==> src/rtl/pipelined_shift_unit_pkg.sv <==
// Shared definitions for the pipelined shift unit: operation encodings and
// the per-stage control payload that travels alongside data, shamt and tag.
package shift_pkg;

    typedef enum logic [1:0] {
        OP_SLL = 2'b00,
        OP_SRL = 2'b01,
        OP_ROR = 2'b10,
        OP_SRA = 2'b11
    } shift_op_e;

    // Width-independent part of a stage payload; data/shamt/tag widths follow
    // the unit's parameters and are carried as separate stage ports.
    typedef struct packed {
        logic      valid;
        shift_op_e op;
        logic      word;
    } stage_ctrl_t;

endpackage

==> src/rtl/pipelined_shift_unit_if.sv <==
// Issue-side and writeback-side handshake bundle of the pipelined shift unit.
interface pipelined_shift_unit_if #(
    parameter int XLEN  = 64,
    parameter int TAG_W = 5,
    parameter int SHW   = $clog2(XLEN)
);
    logic             in_valid;
    logic             in_ready;
    logic [1:0]       in_op;
    logic             in_word;
    logic [XLEN-1:0]  in_data;
    logic [SHW-1:0]   in_shamt;
    logic [TAG_W-1:0] in_tag;

    logic             out_valid;
    logic             out_ready;
    logic [XLEN-1:0]  out_data;
    logic [TAG_W-1:0] out_tag;

    // Both sides: a transfer happens on a rising edge where valid && ready;
    // the unit's in_ready equals !out_valid || out_ready, and out_* stay
    // stable while out_valid is high and out_ready is low.
    modport master (
        output in_valid, in_op, in_word, in_data, in_shamt, in_tag, out_ready,
        input  in_ready, out_valid, out_data, out_tag
    );

    modport slave (
        input  in_valid, in_op, in_word, in_data, in_shamt, in_tag, out_ready,
        output in_ready, out_valid, out_data, out_tag
    );
endinterface

==> src/rtl/pipelined_shift_unit_stage.sv <==
// One level of the shift network: conditional shift/rotate by 2**LVL,
// followed by the stage's pipeline register with hold enable and flush.
module shift_stage
    import shift_pkg::*;
#(
    parameter int XLEN  = 64,
    parameter int TAG_W = 5,
    parameter int SHW   = $clog2(XLEN),
    parameter int LVL   = 0
) (
    input  logic             clk,
    input  logic             rst,
    input  logic             flush_i,
    input  logic             en_i,
    input  logic [XLEN-1:0]  data_i,
    input  logic [SHW-1:0]   shamt_i,
    input  logic [TAG_W-1:0] tag_i,
    input  stage_ctrl_t      ctrl_i,
    output logic [XLEN-1:0]  data_o,
    output logic [SHW-1:0]   shamt_o,
    output logic [TAG_W-1:0] tag_o,
    output stage_ctrl_t      ctrl_o
);
    localparam int SH = 1 << LVL;

    logic [XLEN-1:0]  data_d;
    logic [XLEN-1:0]  data_q;
    logic [SHW-1:0]   shamt_q;
    logic [TAG_W-1:0] tag_q;
    stage_ctrl_t      ctrl_q;

    always_comb begin
        data_d = data_i;
        if (shamt_i[LVL]) begin
            case (ctrl_i.op)
                OP_SLL:  data_d = data_i << SH;
                OP_SRL:  data_d = data_i >> SH;
                OP_ROR:  data_d = (data_i >> SH) | (data_i << (XLEN - SH));
                OP_SRA:  data_d = $signed(data_i) >>> SH;
                default: data_d = data_i;
            endcase
        end
    end

    // Flush only kills the valid bit; payload registers may keep stale data.
    always_ff @(posedge clk) begin
        if (rst) begin
            data_q  <= '0;
            shamt_q <= '0;
            tag_q   <= '0;
            ctrl_q  <= '0;
        end else begin
            if (en_i) begin
                data_q  <= data_d;
                shamt_q <= shamt_i;
                tag_q   <= tag_i;
                ctrl_q  <= ctrl_i;
            end
            if (flush_i) begin
                ctrl_q.valid <= 1'b0;
            end
        end
    end

    assign data_o  = data_q;
    assign shamt_o = shamt_q;
    assign tag_o   = tag_q;
    assign ctrl_o  = ctrl_q;

endmodule

==> src/rtl/pipelined_shift_unit.sv <==
// Pipelined SLL/SRL/ROR/SRA unit with RV64 word variants: one shift level per
// stage (largest first), word pre-processing at entry and sign-extension at exit.
module pipelined_shift_unit
    import shift_pkg::*;
#(
    parameter int XLEN    = 64,
    parameter int TAG_W   = 5,
    parameter int WORD_EN = 1
) (
    input logic                   clk,
    input logic                   rst,
    input logic                   flush,
    pipelined_shift_unit_if.slave bus
);
    localparam int SHW     = $clog2(XLEN);
    localparam bit WORD_OK = (WORD_EN != 0) && (XLEN == 64);

    logic [XLEN-1:0]  s_data  [SHW+1];
    logic [SHW-1:0]   s_shamt [SHW+1];
    logic [TAG_W-1:0] s_tag   [SHW+1];
    stage_ctrl_t      s_ctrl  [SHW+1];

    logic             advance;
    logic [XLEN-1:0]  pre_data;
    logic [SHW-1:0]   pre_shamt;
    shift_op_e        pre_op;
    logic             pre_word;

    // The whole pipeline moves together; bubbles are not compressed.
    assign advance      = !s_ctrl[SHW].valid || bus.out_ready;
    assign bus.in_ready = advance;

    generate
        if (WORD_OK) begin : g_word
            always_comb begin
                pre_data  = bus.in_data;
                pre_shamt = bus.in_shamt;
                pre_op    = shift_op_e'(bus.in_op);
                pre_word  = bus.in_word;
                if (bus.in_word) begin
                    pre_shamt[SHW-1] = 1'b0;
                    case (shift_op_e'(bus.in_op))
                        OP_SRL: pre_data = {32'b0, bus.in_data[31:0]};
                        OP_SRA: pre_data = {{32{bus.in_data[31]}}, bus.in_data[31:0]};
                        // A doubled word shifted right by < 32 leaves the rotated word in the low half.
                        OP_ROR: begin
                            pre_data = {bus.in_data[31:0], bus.in_data[31:0]};
                            pre_op   = OP_SRL;
                        end
                        default: pre_data = bus.in_data;
                    endcase
                end
            end

            assign bus.out_data = s_ctrl[SHW].word
                                ? {{32{s_data[SHW][31]}}, s_data[SHW][31:0]}
                                : s_data[SHW];
        end else begin : g_noword
            assign pre_data     = bus.in_data;
            assign pre_shamt    = bus.in_shamt;
            assign pre_op       = shift_op_e'(bus.in_op);
            assign pre_word     = 1'b0;
            assign bus.out_data = s_data[SHW];
        end
    endgenerate

    assign s_data[0]  = pre_data;
    assign s_shamt[0] = pre_shamt;
    assign s_tag[0]   = bus.in_tag;
    assign s_ctrl[0]  = '{valid: bus.in_valid, op: pre_op, word: pre_word};

    for (genvar k = 0; k < SHW; k++) begin : g_stage
        shift_stage #(
            .XLEN  (XLEN),
            .TAG_W (TAG_W),
            .SHW   (SHW),
            .LVL   (SHW - 1 - k)
        ) u_stage (
            .clk     (clk),
            .rst     (rst),
            .flush_i (flush),
            .en_i    (advance),
            .data_i  (s_data[k]),
            .shamt_i (s_shamt[k]),
            .tag_i   (s_tag[k]),
            .ctrl_i  (s_ctrl[k]),
            .data_o  (s_data[k+1]),
            .shamt_o (s_shamt[k+1]),
            .tag_o   (s_tag[k+1]),
            .ctrl_o  (s_ctrl[k+1])
        );
    end

    assign bus.out_valid = s_ctrl[SHW].valid;
    assign bus.out_tag   = s_tag[SHW];

endmodule

==> src/flat_wrapper.sv <==
// flat-port wrapper written by rule: the top's interface ports become plain ports
module pipelined_shift_unit_flat import shift_pkg::*;
#(
    parameter int XLEN    = 64,
    parameter int TAG_W   = 5,
    parameter int WORD_EN = 1
)
  (clk, rst, flush, bus_in_valid, bus_in_op, bus_in_word, bus_in_data, bus_in_shamt, bus_in_tag, bus_out_ready, bus_in_ready, bus_out_valid, bus_out_data, bus_out_tag);
  pipelined_shift_unit_if #(.XLEN(XLEN), .TAG_W(TAG_W)) bus_i ();
  input logic clk;
  input logic rst;
  input logic flush;
  input wire logic [$bits(bus_i.in_valid)-1:0] bus_in_valid;
  input wire logic [$bits(bus_i.in_op)-1:0] bus_in_op;
  input wire logic [$bits(bus_i.in_word)-1:0] bus_in_word;
  input wire logic [$bits(bus_i.in_data)-1:0] bus_in_data;
  input wire logic [$bits(bus_i.in_shamt)-1:0] bus_in_shamt;
  input wire logic [$bits(bus_i.in_tag)-1:0] bus_in_tag;
  input wire logic [$bits(bus_i.out_ready)-1:0] bus_out_ready;
  output wire logic [$bits(bus_i.in_ready)-1:0] bus_in_ready;
  output wire logic [$bits(bus_i.out_valid)-1:0] bus_out_valid;
  output wire logic [$bits(bus_i.out_data)-1:0] bus_out_data;
  output wire logic [$bits(bus_i.out_tag)-1:0] bus_out_tag;
  assign bus_i.in_valid = bus_in_valid;
  assign bus_i.in_op = bus_in_op;
  assign bus_i.in_word = bus_in_word;
  assign bus_i.in_data = bus_in_data;
  assign bus_i.in_shamt = bus_in_shamt;
  assign bus_i.in_tag = bus_in_tag;
  assign bus_i.out_ready = bus_out_ready;
  assign bus_in_ready = bus_i.in_ready;
  assign bus_out_valid = bus_i.out_valid;
  assign bus_out_data = bus_i.out_data;
  assign bus_out_tag = bus_i.out_tag;
  pipelined_shift_unit #(.XLEN(XLEN), .TAG_W(TAG_W), .WORD_EN(WORD_EN)) u_core (.clk(clk), .rst(rst), .flush(flush), .bus(bus_i));
endmodule
==> config.mk <==
export PLATFORM = sky130hd
export DESIGN_NAME = pipelined_shift_unit_flat
export DESIGN_NICKNAME = d
export VERILOG_FILES = /design/src/rtl/pipelined_shift_unit_pkg.sv /design/src/rtl/pipelined_shift_unit_if.sv /design/src/rtl/pipelined_shift_unit_stage.sv /design/src/rtl/pipelined_shift_unit.sv /design/src/flat_wrapper.sv
export SDC_FILE = /design/constraint.sdc
export NUM_CORES = 1
export LEC_CHECK = 0
export ABC_AREA = 1
export CAP_MARGIN = 5
export CORE_ASPECT_RATIO = 1.2
export CORE_MARGIN = 3
export CORE_UTILIZATION = 64
export DETAILED_ROUTE_END_ITERATION = 10
export PLACE_DENSITY = 0.82
export SLEW_MARGIN = 20
export SYNTH_ARGS = -nofsm -noshare
export SYNTH_HDL_FRONTEND = slang
export SYNTH_SLANG_ARGS = --single-unit
==> constraint.sdc <==
create_clock -name clk -period 2 [get_ports clk]
set_input_delay 0.4 -clock clk [delete_from_list [all_inputs] [get_ports clk]]
set_output_delay 0.4 -clock clk [all_outputs]
set_load 0.01 [all_outputs]
After elaboration in Yosys (flattened, before gate mapping)
Cells that the tools add are included.
Storage, ports and cells
  register bits after elaboration: 451
  bits of input ports: 83
  output and inout port bits: 71
  word-level logic and storage cells: 88
Operators by class
  equality and inequality tests: 21
  mux-type cells: 18
  bitwise logic cells: 6
  reductions and logical operators: 9
Operators with widths (count)
  $pmux W64 S4: 6
  $mux W64: 8
  $pmux W64 S3: 1
  $or A32 B64 Y64: 1
  $or A48 B64 Y64: 1
  $or A56 B64 Y64: 1
  $or A60 B64 Y64: 1
  $or A62 B64 Y64: 1
  $or A63 B64 Y64: 1
  $eq A2 B2 Y1 const B: 14
  $eq A2 B1 Y1 const B: 7
  $logic_not A2 Y1: 6
  $mux W2: 2
  $reduce_or A2 Y1: 1
  $logic_not A1 Y1: 1
  $logic_or A1 B1 Y1: 1
  $mux W1: 1

Depth between registers and ports, before layout
  depth after elaboration: 6
  mapped depth: 11
  depth with buffers taken out: 9

Modules after synthesis
Synthesis repeated with hierarchy kept, for this count alone.
Unflattened totals
  cell total of the unflattened synthesis: 3822
  area, all modules: 25124.1 um^2
Modules (own cells, without submodules)
  shift_stage at u_core.g_stage[3].u_stage: instances 1, cells each 678, area an instance 4241.6 um^2, seq. area each 1581.5 um^2
  shift_stage at u_core.g_stage[2].u_stage: instances 1, cells each 541, area an instance 4222.8 um^2, seq. area each 1581.5 um^2
  shift_stage at u_core.g_stage[4].u_stage: instances 1, cells each 688, area an instance 4152.7 um^2, seq. area each 1581.5 um^2
  shift_stage at u_core.g_stage[5].u_stage: instances 1, cells each 623, area an instance 4017.6 um^2, seq. area each 1581.5 um^2
  shift_stage at u_core.g_stage[1].u_stage: instances 1, cells each 549, area an instance 3808.7 um^2, seq. area each 1581.5 um^2
  shift_stage at u_core.g_stage[0].u_stage: instances 1, cells each 488, area an instance 3575.9 um^2, seq. area each 1581.5 um^2
  pipelined_shift_unit: instances 1, cells each 255, area an instance 1104.8 um^2, seq. area each 0.0 um^2

Least setup slack after synthesis
OpenSTA, ideal clock, no wires.
  path type: register to output
  from: reg u_core.g_stage[5].u_stage.ctrl_q, in the netlist u_core.g_stage[5].u_stage.ctrl_o[3]
  to: out bus_in_ready
  arrival time: 1.097 ns
  data required time: 1.600 ns
  path slack: 0.503 ns
  cell stages (with the launch flop): 7
  path buffers: 3
  cells stage by stage: dfxtp_1 inv_1 nor2_4 inv_2 buf_2 buf_2 buf_2
Between the ends
  longest elaborated chain between the ends: 2
RTL lines
  from (decl): line pipelined_shift_unit_stage.sv:30  | stage_ctrl_t ctrl_q;
  from (signal assigned): line pipelined_shift_unit_stage.sv:57  | ctrl_q <= ctrl_i;
  $logic_not A1 Y1: line pipelined_shift_unit.sv:30  | assign advance = !s_ctrl[SHW].valid || bus.out_ready;
  $logic_or A1 B1 Y1: line pipelined_shift_unit.sv:30
  to (decl): line flat_wrapper.sv:20  | output wire logic [$bits(bus_i.in_ready)-1:0] bus_in_ready;
No other way between the ends.

Worst setup path in the final report
  from: reg u_core.g_stage[5].u_stage.ctrl_q, in the netlist u_core.g_stage[5].u_stage.ctrl_o[0]
  to: out bus_out_data[59]
Between the ends
  longest elaborated chain between the ends: 1
RTL lines
  $mux W64: line pipelined_shift_unit.sv:56  | ? {{32{s_data[SHW][31]}}, s_data[SHW][31:0]}
  to (decl): line flat_wrapper.sv:22  | output wire logic [$bits(bus_i.out_data)-1:0] bus_out_data;
No other way between the ends.

==> run metrics <==
Post-synth ARST share=0; Synth warnings=0; H-tree depth=2; initial antenna violation count=0; Syn Nets=3566; Worst-Skew Late Latency=0.57 ns; status=finished, final reports clean; complex-gate fraction of the synthesized area=0.3091; Worst path slowest cell=dfxtp_2; Final Total Pwr=20.36 mW; most common cell after layout, fill and taps aside=o21ai_0; Rel. slew slack=0.4584; count of cell types in the netlist=20; Via density=5.993; leading cell types in the layout, fill and taps excluded=762 x o21ai_0, 585 x nand2_1, 449 x dfxtp_1, 414 x nor2_1, 275 x a31oi_1; Gate Count Post-Synth=3483; clk_skew=0.009455 ns; Routed Antenna Nets=0; Die Y=213.3 microns; fillers=2833; Syn Std Cell Area=0.02291 sq mm; clk root buf=clkbuf_16; largest net degree at the start of global routing=127; combinational family with the most area after synthesis=compound AO/OA/AOI/OAI gates; DRC errors left=0; Pre-antenna DRT Iters=6; final estimated routing congestion in global placement=0.9534; Area Growth Syn to Fin=13.94%; fmax=511.6 MHz; Sink Count=451; crit-path max FO=32; Total Neg Setup Slack=0 ns; Final min period=1.955 ns; Avg Inst Size Synth=6.578 sq um; fin crit share=0.9773; post-synthesis simple-gate area fraction=0.1943; max-slew violations=0; share of layout cells above drive strength 1=0.06905; Via Count=23690; slowest stage delay, CP=0.39 ns; crit path launch type=flop; Setup violations, final=0; Most used DFF post-synth=dfxtp_1; WP data required=1.60 ns; Die Wd=178.7 microns; Row Count=75; vias in the first global route=21160; Final Hold Viols=0; Post-Synth Adder-Cell Area=0; crit path capture type=output port; Post-synth EDFFs=0; Hold/Removal Path Class=reg2reg; total gr overflow=0; Boundary Pins=154; Worst VDD drop=0.5994 mV; Initial DRC Count=1817; Slew @ Worst Pin=0.8039 ns; pwr dens=780.1 mW/mm^2; CTS max path bufs=3; total CTS buffers=45; global-route wire length before repair=106400 microns; Avg WL per Cell=16.83 microns; routed wire length=66500 microns; hpwl dp=47000 microns; kind of critical path=reg2out; Port Buf Inserts=153; mux contribution to synthesized area=0; Worst-path clk slew=0.06 ns; worst-path cell chain=nand2_1, buf_12, o21ai_0, clkdlybuf4s15_1; core area=0.03510 sq mm; Pleak=10.07 nW; max_cap viols=0; Yosys reg bits=451; initial core utilization=0.6528; Post-Synth XOR/XNOR Area=0; Seq/Total Area, Yosys=0.3941; RSZ-0062 raised after global routing=no; Layout Nets=3538; total die area=0.03811 sq mm; Total Routing Usage GR=0.3372; Worst Path Arrival=1.55 ns; Inserted Diodes=0; TritonCTS clock tree=built
-- metrics by stage --
| step | util | cells | hold slack (ns) | worst slack (ns) | cell area [sq um] |
|---|---|---|---|---|---|
| 2_1_floorplan | - | 3483 | 0.4291 | 0.5032 | 22910 |
| 3_3_place_gp | 0.7057 | 3870 | 0.4448 | 0.01892 | 24770 |
| 3_5_place_dp | 0.7057 | 3870 | 0.4507 | -0.02987 | 24770 |
| 4_1_cts | 0.7465 | 3952 | 0.4601 | 0.001838 | 26200 |
| 5_1_grt | 0.7438 | 3952 | 0.4904 | 0.00007461 | 26100 |
| 6_report | 0.7438 | 3952 | 0.4595 | 0.04542 | 26100 |
-- kinds of logic after synthesis --
group           after synthesis
simple gates               1135
buf+inv                     553
compound gates             1344
flops                       451
-- synthesized netlist by cell type, types with 39 or more instances --
library cell / n / area, sq um
nand3_1: 126 / 630.6
clkbuf_1: 204 / 765.7
inv_1: 177 / 664.4
a21oi_1: 263 / 1316
nand2_1: 586 / 2200
buf_4: 45 / 337.8
nor2_1: 414 / 1554
buf_2: 84 / 420.4
o21ai_1: 39 / 195.2
a31oi_1: 275 / 1720
o21ai_0: 762 / 3814
dfxtp_1: 451 / 9029
-- power breakdown --
part           switching [mW]  internal (mW)
Clock                    3.54           4.85
Combinational            1.25          0.851
Sequential              0.492           9.37
-- critical path, delay by kind of cell, from the launching register on --
kind                   cells  cell delay, ns
AO/OA/AOI/OAI              1            0.07
flip-flops                 1            0.39
buffers and inverters      2            0.42
AND/OR/NAND/NOR            1            0.11
-- flip-flops by register name, indices dropped and copies added, names as in the netlist --
| signal | count |
|---|---|
| u_core.g_stage.u_stage.data_o | 384 |
| u_core.g_stage.u_stage.tag_o | 30 |
| u_core.g_stage.u_stage.ctrl_o | 22 |
| u_core.g_stage.u_stage.shamt_o | 15 |
-- final timing paths --
check	from	to	slack, ns	depth (start not counted)
setup reg to reg	u_core.g_stage[4].u_stage.shamt_o[0]$_SDFFE_PP0P_	u_core.g_stage[5].u_stage.data_o[20]$_SDFFE_PP0P_	0.32	5
hold / removal	u_core.g_stage[0].u_stage.ctrl_o[3]$_SDFFE_PP0P_	u_core.g_stage[1].u_stage.ctrl_o[3]$_SDFFE_PP0P_	0.46	2
setup / recovery	u_core.g_stage[5].u_stage.ctrl_o[0]$_SDFFE_PP0P_	bus_out_data[59]	0.05	4
hold reg to reg	u_core.g_stage[0].u_stage.ctrl_o[3]$_SDFFE_PP0P_	u_core.g_stage[1].u_stage.ctrl_o[3]$_SDFFE_PP0P_	0.46	2
-- routing by layer --
layer | share of wire | up-vias | GRT usage | wire length (microns)
met3 | 0.060 | 219 | 0.03771 | 3981
met5 | 0 | - | 0 | 0
met1 | 0.39 | 10750 | 0.4010 | 26150
li1 | - | 11750 | - | -
met2 | 0.49 | 971 | 0.5892 | 32320
met4 | 0.061 | 0 | 0.1906 | 4052
-- what timing repair did --
item                                    in CTS  in global routing
resized for setup                           38                 74
endpoints found under the setup margin      33                 32
setup buffers                                0                  0
gates cloned                                 0                  0
hold endpoints to repair                     0                  0
hold buffers                                 0                  0
pin swaps                                    0                  0
-- area by class of cell --
class,instances,area (sq um),area share
tap,462,578.1,0.02214
sequential,451,9031,0.3460
clock inverter,17,181.4,0.006950
inverter,210,804.5,0.03082
clock buffer,65,1281,0.04908
multi-input combinational,2479,11550,0.4424
timing repair buffer,268,2679,0.1026
No activity file was read; power rests on OpenSTA's default activity.
